<file path="config.mk">
export PLATFORM = sky130hd
export DESIGN_NAME = op_scheduler
export DESIGN_NICKNAME = d
export VERILOG_FILES = /design/src/rtl/op_scheduler_pkg.sv /design/src/rtl/op_scheduler_cmd_fifo.sv /design/src/rtl/op_scheduler.sv
export SDC_FILE = /design/constraint.sdc
export NUM_CORES = 1
export LEC_CHECK = 0
export ABC_AREA = 1
export CAP_MARGIN = 10
export CELL_PAD_IN_SITES_DETAIL_PLACEMENT = 1
export CELL_PAD_IN_SITES_GLOBAL_PLACEMENT = 2
export CORE_MARGIN = 2
export CORE_UTILIZATION = 34
export CTS_CLUSTER_DIAMETER = 30
export CTS_CLUSTER_SIZE = 24
export DETAILED_ROUTE_END_ITERATION = 6
export PLACE_DENSITY_LB_ADDON = 0.05
export SETUP_SLACK_MARGIN = 0.2
export SYNTH_ARGS = -nofsm -noshare
export SYNTH_HDL_FRONTEND = slang
export SYNTH_SLANG_ARGS = --single-unit
</file>
<file path="constraint.sdc">
create_clock -name clk -period 2.5 [get_ports clk]
set_input_delay 0.75 -clock clk [delete_from_list [all_inputs] [get_ports clk]]
set_output_delay 0.75 -clock clk [all_outputs]
set_load 0.03 [all_outputs]
</file>
<file path="src/rtl/op_scheduler_pkg.sv">
// op_scheduler_pkg: opcode constants, FSM encoding and opcode helpers shared by the scheduler
package op_scheduler_pkg;
    localparam logic [1:0] OPCODE_ENCRYPT = 2'b00;
    localparam logic [1:0] OPCODE_DECRYPT = 2'b01;
    localparam logic [1:0] OPCODE_ADD     = 2'b10;
    localparam logic [1:0] OPCODE_MULT    = 2'b11;

    typedef enum logic [2:0] {IDLE, FETCH_OP1, FETCH_OP2, DRAIN, DONE} state_t;

    function automatic logic is_two_operand(input logic [1:0] opcode);
        return opcode == OPCODE_ADD || opcode == OPCODE_MULT;
    endfunction
endpackage

</file>
<file path="src/rtl/op_scheduler_cmd_fifo.sv">
// cmd_fifo: generic synchronous FIFO; a count register separates full from empty
module cmd_fifo #(
    parameter int WIDTH = 8,
    parameter int DEPTH = 4
) (
    input  logic             clk,
    input  logic             rst_n,
    input  logic             push,
    input  logic             pop,
    input  logic [WIDTH-1:0] wdata,
    output logic [WIDTH-1:0] rdata,
    output logic             full,
    output logic             empty
);
    localparam int AW = $clog2(DEPTH);

    logic [WIDTH-1:0] mem [DEPTH];
    logic [AW-1:0]    wp, rp;
    logic [AW:0]      cnt;
    logic             do_push, do_pop;

    assign full    = cnt == (AW+1)'(DEPTH);
    assign empty   = cnt == '0;
    assign do_push = push && !full;
    assign do_pop  = pop && !empty;
    assign rdata   = mem[rp];

    always_ff @(posedge clk) begin
        if (!rst_n) begin
            wp  <= '0;
            rp  <= '0;
            cnt <= '0;
        end else begin
            if (do_push) begin
                mem[wp] <= wdata;
                wp      <= wp + AW'(1);
            end
            if (do_pop)
                rp <= rp + AW'(1);
            cnt <= cnt + (AW+1)'(do_push) - (AW+1)'(do_pop);
        end
    end
endmodule

</file>
<file path="src/rtl/op_scheduler.sv">
// op_scheduler: queued LWE command sequencer issuing per-row operand read beats; OPENENCLAVE_PERF_CNT_EN adds perf counters
import op_scheduler_pkg::*;

module op_scheduler #(
    parameter int DIMENSION   = 10,
    parameter int ADDR_WIDTH  = 10,
    parameter int CMD_DEPTH   = 4,
    parameter int MEM_LATENCY = 1,
    localparam int DIM_WIDTH  = $clog2(DIMENSION+1)
) (
    input  logic                  clk,
    input  logic                  rst_n,
    input  logic                  cmd_valid,
    output logic                  cmd_ready,
    input  logic [1:0]            cmd_opcode,
    input  logic [ADDR_WIDTH-1:0] cmd_op1_addr,
    input  logic [ADDR_WIDTH-1:0] cmd_op2_addr,
    input  logic                  dp_ready,
    output logic                  mem_rd_en,
    output logic [ADDR_WIDTH-1:0] mem_rd_addr,
    output logic                  op_select,
    output logic [DIM_WIDTH-1:0]  row,
    output logic [1:0]            opcode_out,
    output logic                  busy,
    output logic                  op_done,
`ifdef OPENENCLAVE_PERF_CNT_EN
    output logic [31:0]           perf_busy_cycles,
    output logic [31:0]           perf_stall_cycles,
`endif
    output logic [1:0]            op_done_opcode
);
    localparam int FW = 2 + 2*ADDR_WIDTH;
    localparam int DW = $clog2(MEM_LATENCY+1);

    state_t                state;
    logic [ADDR_WIDTH-1:0] op1_base, op2_base;
    logic [DW-1:0]         dcnt;
    logic [FW-1:0]         f_data;
    logic                  f_full, f_empty, pop, fetch, last;
    logic [DIM_WIDTH-1:0]  row_n;

    assign cmd_ready = !f_full;
    assign pop       = state == IDLE && !f_empty;
    assign fetch     = state == FETCH_OP1 || state == FETCH_OP2;
    assign mem_rd_en = fetch && dp_ready;
    assign busy      = state != IDLE;
    assign last      = row == DIM_WIDTH'(DIMENSION);
    assign row_n     = row + DIM_WIDTH'(1);

    cmd_fifo #(.WIDTH(FW), .DEPTH(CMD_DEPTH)) u_fifo (
        .clk   (clk),
        .rst_n (rst_n),
        .push  (cmd_valid),
        .pop   (pop),
        .wdata ({cmd_opcode, cmd_op1_addr, cmd_op2_addr}),
        .rdata (f_data),
        .full  (f_full),
        .empty (f_empty)
    );

    // Address register always holds the beat that will issue next, so stalls need no extra handling
    always_ff @(posedge clk) begin
        if (!rst_n) begin
            state          <= IDLE;
            op1_base       <= '0;
            op2_base       <= '0;
            mem_rd_addr    <= '0;
            op_select      <= 1'b0;
            row            <= '0;
            opcode_out     <= '0;
            dcnt           <= '0;
            op_done        <= 1'b0;
            op_done_opcode <= '0;
        end else begin
            op_done        <= 1'b0;
            op_done_opcode <= '0;
            case (state)
                IDLE: if (pop) begin
                    state       <= FETCH_OP1;
                    opcode_out  <= f_data[FW-1 -: 2];
                    op1_base    <= f_data[2*ADDR_WIDTH-1 -: ADDR_WIDTH];
                    op2_base    <= f_data[ADDR_WIDTH-1:0];
                    mem_rd_addr <= f_data[2*ADDR_WIDTH-1 -: ADDR_WIDTH];
                    op_select   <= 1'b0;
                    row         <= '0;
                end
                FETCH_OP1: if (dp_ready) begin
                    if (is_two_operand(opcode_out)) begin
                        state       <= FETCH_OP2;
                        mem_rd_addr <= op2_base + ADDR_WIDTH'(row);
                        op_select   <= 1'b1;
                    end else if (last) begin
                        state <= DRAIN;
                        dcnt  <= '0;
                    end else begin
                        row         <= row_n;
                        mem_rd_addr <= op1_base + ADDR_WIDTH'(row_n);
                    end
                end
                FETCH_OP2: if (dp_ready) begin
                    if (last) begin
                        state <= DRAIN;
                        dcnt  <= '0;
                    end else begin
                        state       <= FETCH_OP1;
                        row         <= row_n;
                        mem_rd_addr <= op1_base + ADDR_WIDTH'(row_n);
                        op_select   <= 1'b0;
                    end
                end
                DRAIN: if (dcnt == DW'(MEM_LATENCY-1)) begin
                    state          <= DONE;
                    op_done        <= 1'b1;
                    op_done_opcode <= opcode_out;
                end else begin
                    dcnt <= dcnt + DW'(1);
                end
                default: state <= IDLE;
            endcase
        end
    end

`ifdef OPENENCLAVE_PERF_CNT_EN
    always_ff @(posedge clk) begin
        if (!rst_n) begin
            perf_busy_cycles  <= '0;
            perf_stall_cycles <= '0;
        end else begin
            if (busy && !(&perf_busy_cycles))
                perf_busy_cycles <= perf_busy_cycles + 32'd1;
            if (fetch && !dp_ready && !(&perf_stall_cycles))
                perf_stall_cycles <= perf_stall_cycles + 32'd1;
        end
    end
`endif
endmodule

</file>
# Yosys cells after proc, flatten, opt, wreduce, memory -nomap -nowiden
# Memory sizes are Yosys's and may differ from the RTL's. A register that Yosys moved wholly into a read port is not among the register bits.
# Index checks and enable logic that the tools add are counted.
# totals
reg_bits	51
ramBits	88
output_inout_bits	23
wordCells	98
memories	1
# mem_list
name	depth	word_bits	read_ports	rd_ports_with_merged_regs	write_ports	line	text
u_fifo.mem	4	22	1	1	1	op_scheduler_cmd_fifo.sv:17	logic [WIDTH-1:0] mem [DEPTH];
# classes
n_addsub	8
n_eq_ne	15
n_mux	38
n_bitwise	2
n_reduce_logical	21
# op_table
operator	count
$mux W10	5
$pmux W10 S3	1
$add A10 B4 Y10	2
$mux W4	5
$mux W3	6
$mux W1	14
$pmux W3 S4	1
$pmux W4 S3	1
$ne A2 B2 Y1 const B	5
$reduce_and A5 Y1	2
$reduce_bool A3 Y1	3
$reduce_and A4 Y1	2
$eq A3 B2 Y1 const B	2
$logic_not A3 Y1	2
$mux W2	3
$pmux W1 S3	2
$reduce_and A6 Y1	1
$add A2 B1 Y2 const B	2
$add A4 B1 Y4 const B	1
$eq A2 B2 Y1 const B	2
$eq A4 B4 Y1 const B	1
$logic_and A1 B1 Y1	4
$ne A2 B1 Y1 const B	2
$reduce_and A2 Y1	2
10 further kinds	13

# Logic depth before layout (Yosys ltp)
# logic_depth
word_depth	6
depth_mapped	15

# Modules after synthesis
# From an unflattened synthesis, not the netlist that was laid out.
# unflattened
hier_cells	661
area_unflattened_um2	6328.6
# modules_own_cells
mod	n_inst	cells_per_inst	area_per_inst_um2	seq_area_each_um2
cmd_fifo	1	283	3784.9	2822.7
op_scheduler	1	378	2543.7	860.8

# Worst setup path before layout
# Ideal clock, no wire load.
# synth_timing
kind	input to register
start	in rst_n
end	mem u_fifo.mem[0][0] in the netlist's numbering, enable pin
setup_ps	401
t_arrival_ps	2038
t_required_ps	2099
setup_slack_ps	61
path_stages	3
n_path_buf	1
cell_sequence	buf_1 > nand2_1 > nor2_1
# synth_between
elab_chain_len	2
# synth_lines
item	line	text
from (decl)	op_scheduler.sv:12	input logic rst_n,
$mux W1	op_scheduler_cmd_fifo.sv:29	if (!rst_n) begin
$mux W1 (implied by the code)	op_scheduler_cmd_fifo.sv:35	mem[wp] <= wdata;
to (decl)	op_scheduler_cmd_fifo.sv:17	
# No other way between the ends.

# Final worst setup path
# layout_timing
start	reg opcode_out[1]
end	out opcode_out[1]
# layout_lines
item	line	text
from (decl)	op_scheduler.sv:23	output logic [1:0] opcode_out,
from (signal assigned)	op_scheduler.sv:80	opcode_out <= f_data[FW-1 -: 2];
# No word-level cell between the ends.

==> impl_metrics.prom <==
# TYPE chip_impl_metric gauge
chip_impl_metric{name="dp.final_hpwl",unit="mm"} 11.7
chip_impl_metric{name="syn_to_final_growth",unit="%"} 24.8
chip_impl_info{name="synthDominantAreaCellType",value="sky130_fd_sc_hd__edfxtp_1"} 1
chip_impl_metric{name="tritoncts.num_buffers",unit=""} 17
chip_impl_metric{name="grt_antenna_before_repair",unit=""} 0
chip_impl_metric{name="synth-seq-area-share",unit="%"} 59.0
chip_impl_info{name="cts_tree",value="done"} 1
chip_impl_metric{name="dieHeight",unit="µm"} 140
chip_impl_info{name="crit_path_start_kind",value="register"} 1
chip_impl_metric{name="crit_fanout",unit=""} 2
chip_impl_metric{name="boundaryPins",unit=""} 49
chip_impl_metric{name="power_density",unit="nW/µm²"} 1150
chip_impl_metric{name="final_max_slew_viol_count",unit=""} 0
chip_impl_metric{name="finalCriticalPeriod",unit="ps"} 2230
chip_impl_metric{name="finalSetupViolations",unit=""} 0
chip_impl_metric{name="path_buf_inv",unit=""} 1
chip_impl_metric{name="vias_in_the_first_global_route",unit=""} 4869
chip_impl_metric{name="grt_max_degree",unit=""} 45
chip_impl_metric{name="p_sw",unit="mW"} 3.57
chip_impl_metric{name="die_area",unit="µm²"} 19500
chip_impl_metric{name="synthAdderAreaFrac",unit="%"} 4.17
chip_impl_metric{name="synth-edff-count",unit=""} 88
chip_impl_metric{name="detail-route-antenna-nets",unit=""} 0
chip_impl_metric{name="cell_internal_power_dissipation",unit="mW"} 5.37
chip_impl_metric{name="grt_first_pass_wirelength",unit="mm"} 26.8
chip_impl_metric{name="post-route-worst-setup-slack",unit="ps"} 275
chip_impl_metric{name="power.combinational.fraction",unit="%"} 37.0
chip_impl_metric{name="max_freq",unit="MHz"} 449
chip_impl_metric{name="route.vias.total",unit=""} 4704
chip_impl_info{name="worst_setup_path_end_kind",value="primary output"} 1
chip_impl_metric{name="seq_power_share",unit="%"} 34.4
chip_impl_metric{name="detailedPlace.worstSlack",unit="ps"} 149
chip_impl_metric{name="synthesis.area_per_instance",unit="µm²"} 9.65
chip_impl_metric{name="route.detailed.vias_per_inst",unit=""} 4.93
chip_impl_info{name="rsz0062_at_grt",value="yes"} 1
chip_impl_metric{name="cts-hold-fix-buffers",unit=""} 0
chip_impl_metric{name="grt_use_total",unit="%"} 17.9
chip_impl_metric{name="worst_clk_skew",unit="ps"} 9.25
chip_impl_metric{name="layout.core_utilization",unit="%"} 43.2
chip_impl_metric{name="post-synth-top-area-fraction",unit="%"} 42.3
chip_impl_info{name="synth_top_family_by_area",value="simple AND/OR/NAND/NOR gates"} 1
chip_impl_metric{name="route.detailed.wl_per_inst",unit="µm"} 17.8
chip_impl_metric{name="floorplan.core_area",unit="µm²"} 18000
chip_impl_metric{name="timing.slew.headroom",unit="%"} 65.2
chip_impl_info{name="synth_top_flop_cell",value="sky130_fd_sc_hd__edfxtp_1"} 1
chip_impl_metric{name="cts.path.max_buffers",unit=""} 2
chip_impl_metric{name="cp_data_required_time",unit="ps"} 1750
chip_impl_metric{name="clock_sinks",unit=""} 140
chip_impl_info{name="yosys.cell_count.top_type",value="sky130_fd_sc_hd__nor2_1"} 1
chip_impl_metric{name="diodes",unit=""} 0
chip_impl_metric{name="timing.critical_path.slowest_cell_delay",unit="ps"} 690
chip_impl_info{name="path_class",value="register to primary output"} 1
chip_impl_metric{name="fin_setup_tns",unit="ps"} 0
chip_impl_metric{name="final_min_period_over_clock_period",unit="%"} 89.0
chip_impl_metric{name="p_leak",unit="nW"} 2.96
chip_impl_metric{name="worst_ir_drop_vdd",unit="mV"} 0.537
chip_impl_metric{name="tightest_slew",unit="ps"} 523
chip_impl_metric{name="postRouteWirelength",unit="mm"} 17.0
chip_impl_metric{name="synth-simple-area-share",unit="%"} 16.7
chip_impl_info{name="crit_path_top_delay_cell",value="sky130_fd_sc_hd__clkdlybuf4s50_1"} 1
chip_impl_metric{name="synth_compound_area_share",unit="%"} 14.1
chip_impl_metric{name="h-tree-depth",unit=""} 4
chip_impl_metric{name="placement.io_buffers",unit=""} 48
chip_impl_metric{name="netlist_instances",unit=""} 647
chip_impl_info{name="netlist_top_cells_count",value="sky130_fd_sc_hd__nor2_1 (111), sky130_fd_sc_hd__edfxtp_1 (88), sky130_fd_sc_hd__o21ai_0 (87)"} 1
chip_impl_metric{name="core.rowCount",unit=""} 49
chip_impl_info{name="crit_chain",value="clkdlybuf4s50_1"} 1
chip_impl_info{name="post_synth_main_area_contributors",value="sky130_fd_sc_hd__edfxtp_1 (42%), sky130_fd_sc_hd__dfxtp_1 (17%), sky130_fd_sc_hd__o21ai_0 (7.0%)"} 1
chip_impl_metric{name="place.gp.congestion",unit=""} 0.796
chip_impl_info{name="clock_tree.root_cell",value="sky130_fd_sc_hd__clkbuf_16"} 1
chip_impl_metric{name="path_clk_slew",unit="ps"} 70
chip_impl_metric{name="post_synth_mux_area_share",unit="%"} 0
chip_impl_metric{name="nets",unit=""} 757
chip_impl_info{name="holdCritPathClass",value="register to register"} 1
chip_impl_metric{name="layout-drive-gt1-share",unit="%"} 11.7
chip_impl_metric{name="cp_data_arrival_time",unit="ps"} 1480
chip_impl_metric{name="chipWidth",unit="µm"} 140
chip_impl_metric{name="synth.lib_cells_used.distinct",unit=""} 39
chip_impl_metric{name="clockPowerShare",unit="%"} 28.6
chip_impl_info{name="run_status",value="complete, no violations"} 1
chip_impl_metric{name="synth.ff_latch_count",unit=""} 140
chip_impl_metric{name="synthesis.yosys.warnings",unit=""} 0
chip_impl_metric{name="mappedNetlistNets",unit=""} 692
chip_impl_metric{name="detail_route.drc_violations",unit=""} 0
chip_impl_metric{name="switching_share",unit="%"} 40.0
chip_impl_metric{name="clock_insertion_delay_worst_skew",unit="ps"} 420
chip_impl_metric{name="netlist_area",unit="µm²"} 6250
chip_impl_metric{name="yosys.area_share.xor_xnor",unit="%"} 0.701
chip_impl_metric{name="grt_overflow",unit=""} 0
chip_impl_metric{name="dr.first_iter.drc_count",unit=""} 264
chip_impl_metric{name="hold_viol_final",unit=""} 0
chip_impl_metric{name="initial_core_util",unit="%"} 34.7
chip_impl_metric{name="detailedRoute.firstPassIterationCount",unit=""} 4
chip_impl_metric{name="totalPowerFinal",unit="mW"} 8.94
chip_impl_metric{name="synth_async_sr_flop_share",unit="%"} 0
chip_impl_info{name="critical-path-top-delay-family",value="buffers and inverters"} 1
chip_impl_metric{name="max_cap_violations",unit=""} 0
-- cell families (layout without fill, tap and decap cells) --
family                   after synthesis  in the layout
buffers and inverters                 83            161
adder cells (fa/ha/maj)               19             19
flip-flops                           140            140
AND/OR/NAND/NOR                      238            238
XOR/XNOR                               5              5
AO/OA/AOI/OAI                        162            162
-- power by group through the flow --
stage | Sequential (mW) | Clock [mW] | Combinational, mW
finish | 3.07 | 2.56 | 3.31
global placement | 3.11 | 0 | 3.25
floorplan | 3.18 | 0 | 2.11
detailed placement | 3.11 | 0 | 3.28
CTS | 3.07 | 2.62 | 3.32
global route | 3.12 | 2.71 | 3.75
-- path summary, 6_finish.rpt --
path / startpoint / to / depth (start not counted) / slack [ps]
worst max register to register: op2_base[0]$_SDFFE_PN0P_ / mem_rd_addr[8]$_SDFFE_PN0P_ / 14 / 360
worst min-delay path: op_select$_SDFFE_PN0P_ / op_select$_SDFFE_PN0P_ / 2 / 460
worst min register to register: op_select$_SDFFE_PN0P_ / op_select$_SDFFE_PN0P_ / 2 / 460
worst max-delay path: opcode_out[1]$_SDFFE_PN0P_ / opcode_out[1] / 1 / 270
-- cells in the final DEF, fill, tap and decap left out, drive strengths merged, types with 23 or more instances in the layout --
cell type	n
o21ai	91
clkdlybuf4s50	39
inv	68
a21oi	40
buf	23
dfxtp	52
edfxtp	88
nor2	117
nand2	69
nand3	40
-- through the flow --
| step | hold slack (ps) | std cells | instance area (µm²) |
|---|---|---|---|
| after floorplan | 436 | 647 | 6250 |
| after global placement | 451 | 918 | 7110 |
| after detailed placement | 454 | 918 | 7110 |
| after CTS | 464 | 951 | 7720 |
| after global routing | 486 | 954 | 7790 |
| final | 463 | 954 | 7790 |
-- routing by layer --
| metal | global-route usage, % | part of all wire, % | vias up |
|---|---|---|---|
| met4 | 5.74 | 1.4 | 0 |
| met3 | 3.48 | 3.4 | 15 |
| met2 | 30.4 | 49 | 73 |
| met5 | 0 | 0 | - |
| li1 | - | - | 2365 |
| met1 | 23.2 | 47 | 2251 |
-- registers in the layout, summed over array words and instances (netlist names), 2 cells and up, named ones only --
register        count
state               3
op2_base           10
mem_rd_addr        10
row                 4
op_done_opcode      2
u_fifo.rp           2
u_fifo.mem         88
opcode_out          2
u_fifo.wp           2
op1_base           10
u_fifo.cnt          3
-- layout make-up --
cell class | count | area (µm²)
fillers | 2035 | 10200
repair buffers | 70 | 703
clock buffers | 17 | 425
flip-flops and latches | 140 | 3690
well taps | 229 | 287
multi-input cells | 424 | 2290
clock inverters | 15 | 173
inverters | 59 | 231
-- worst reg2reg max path: stages (launching register included) --
cell and delay [ps]:
sky130_fd_sc_hd__dfxtp_1 400, sky130_fd_sc_hd__ha_2 230, sky130_fd_sc_hd__inv_1 60, sky130_fd_sc_hd__fa_1 400
sky130_fd_sc_hd__inv_1 70, sky130_fd_sc_hd__nand3_1 80, sky130_fd_sc_hd__nand2_1 80, sky130_fd_sc_hd__nand2_1 100
sky130_fd_sc_hd__nor2_2 150, sky130_fd_sc_hd__nand2_1 70, sky130_fd_sc_hd__nand2_1 50, sky130_fd_sc_hd__nand3_1 150
sky130_fd_sc_hd__nand3_1 150, sky130_fd_sc_hd__nand2_1 60, sky130_fd_sc_hd__inv_1 50
-- what timing repair did --
| action | 4_1_cts | 5_1_grt |
|---|---|---|
| hold endpoints to repair | 0 | 0 |
| endpoints found under the setup margin | 7 | 9 |
| gates cloned | 0 | 0 |
| buffers inserted | 1 | 3 |
| pin swaps | 1 | 5 |
| resized for setup | 8 | 16 |
No activity file was read; power rests on OpenSTA's default activity.
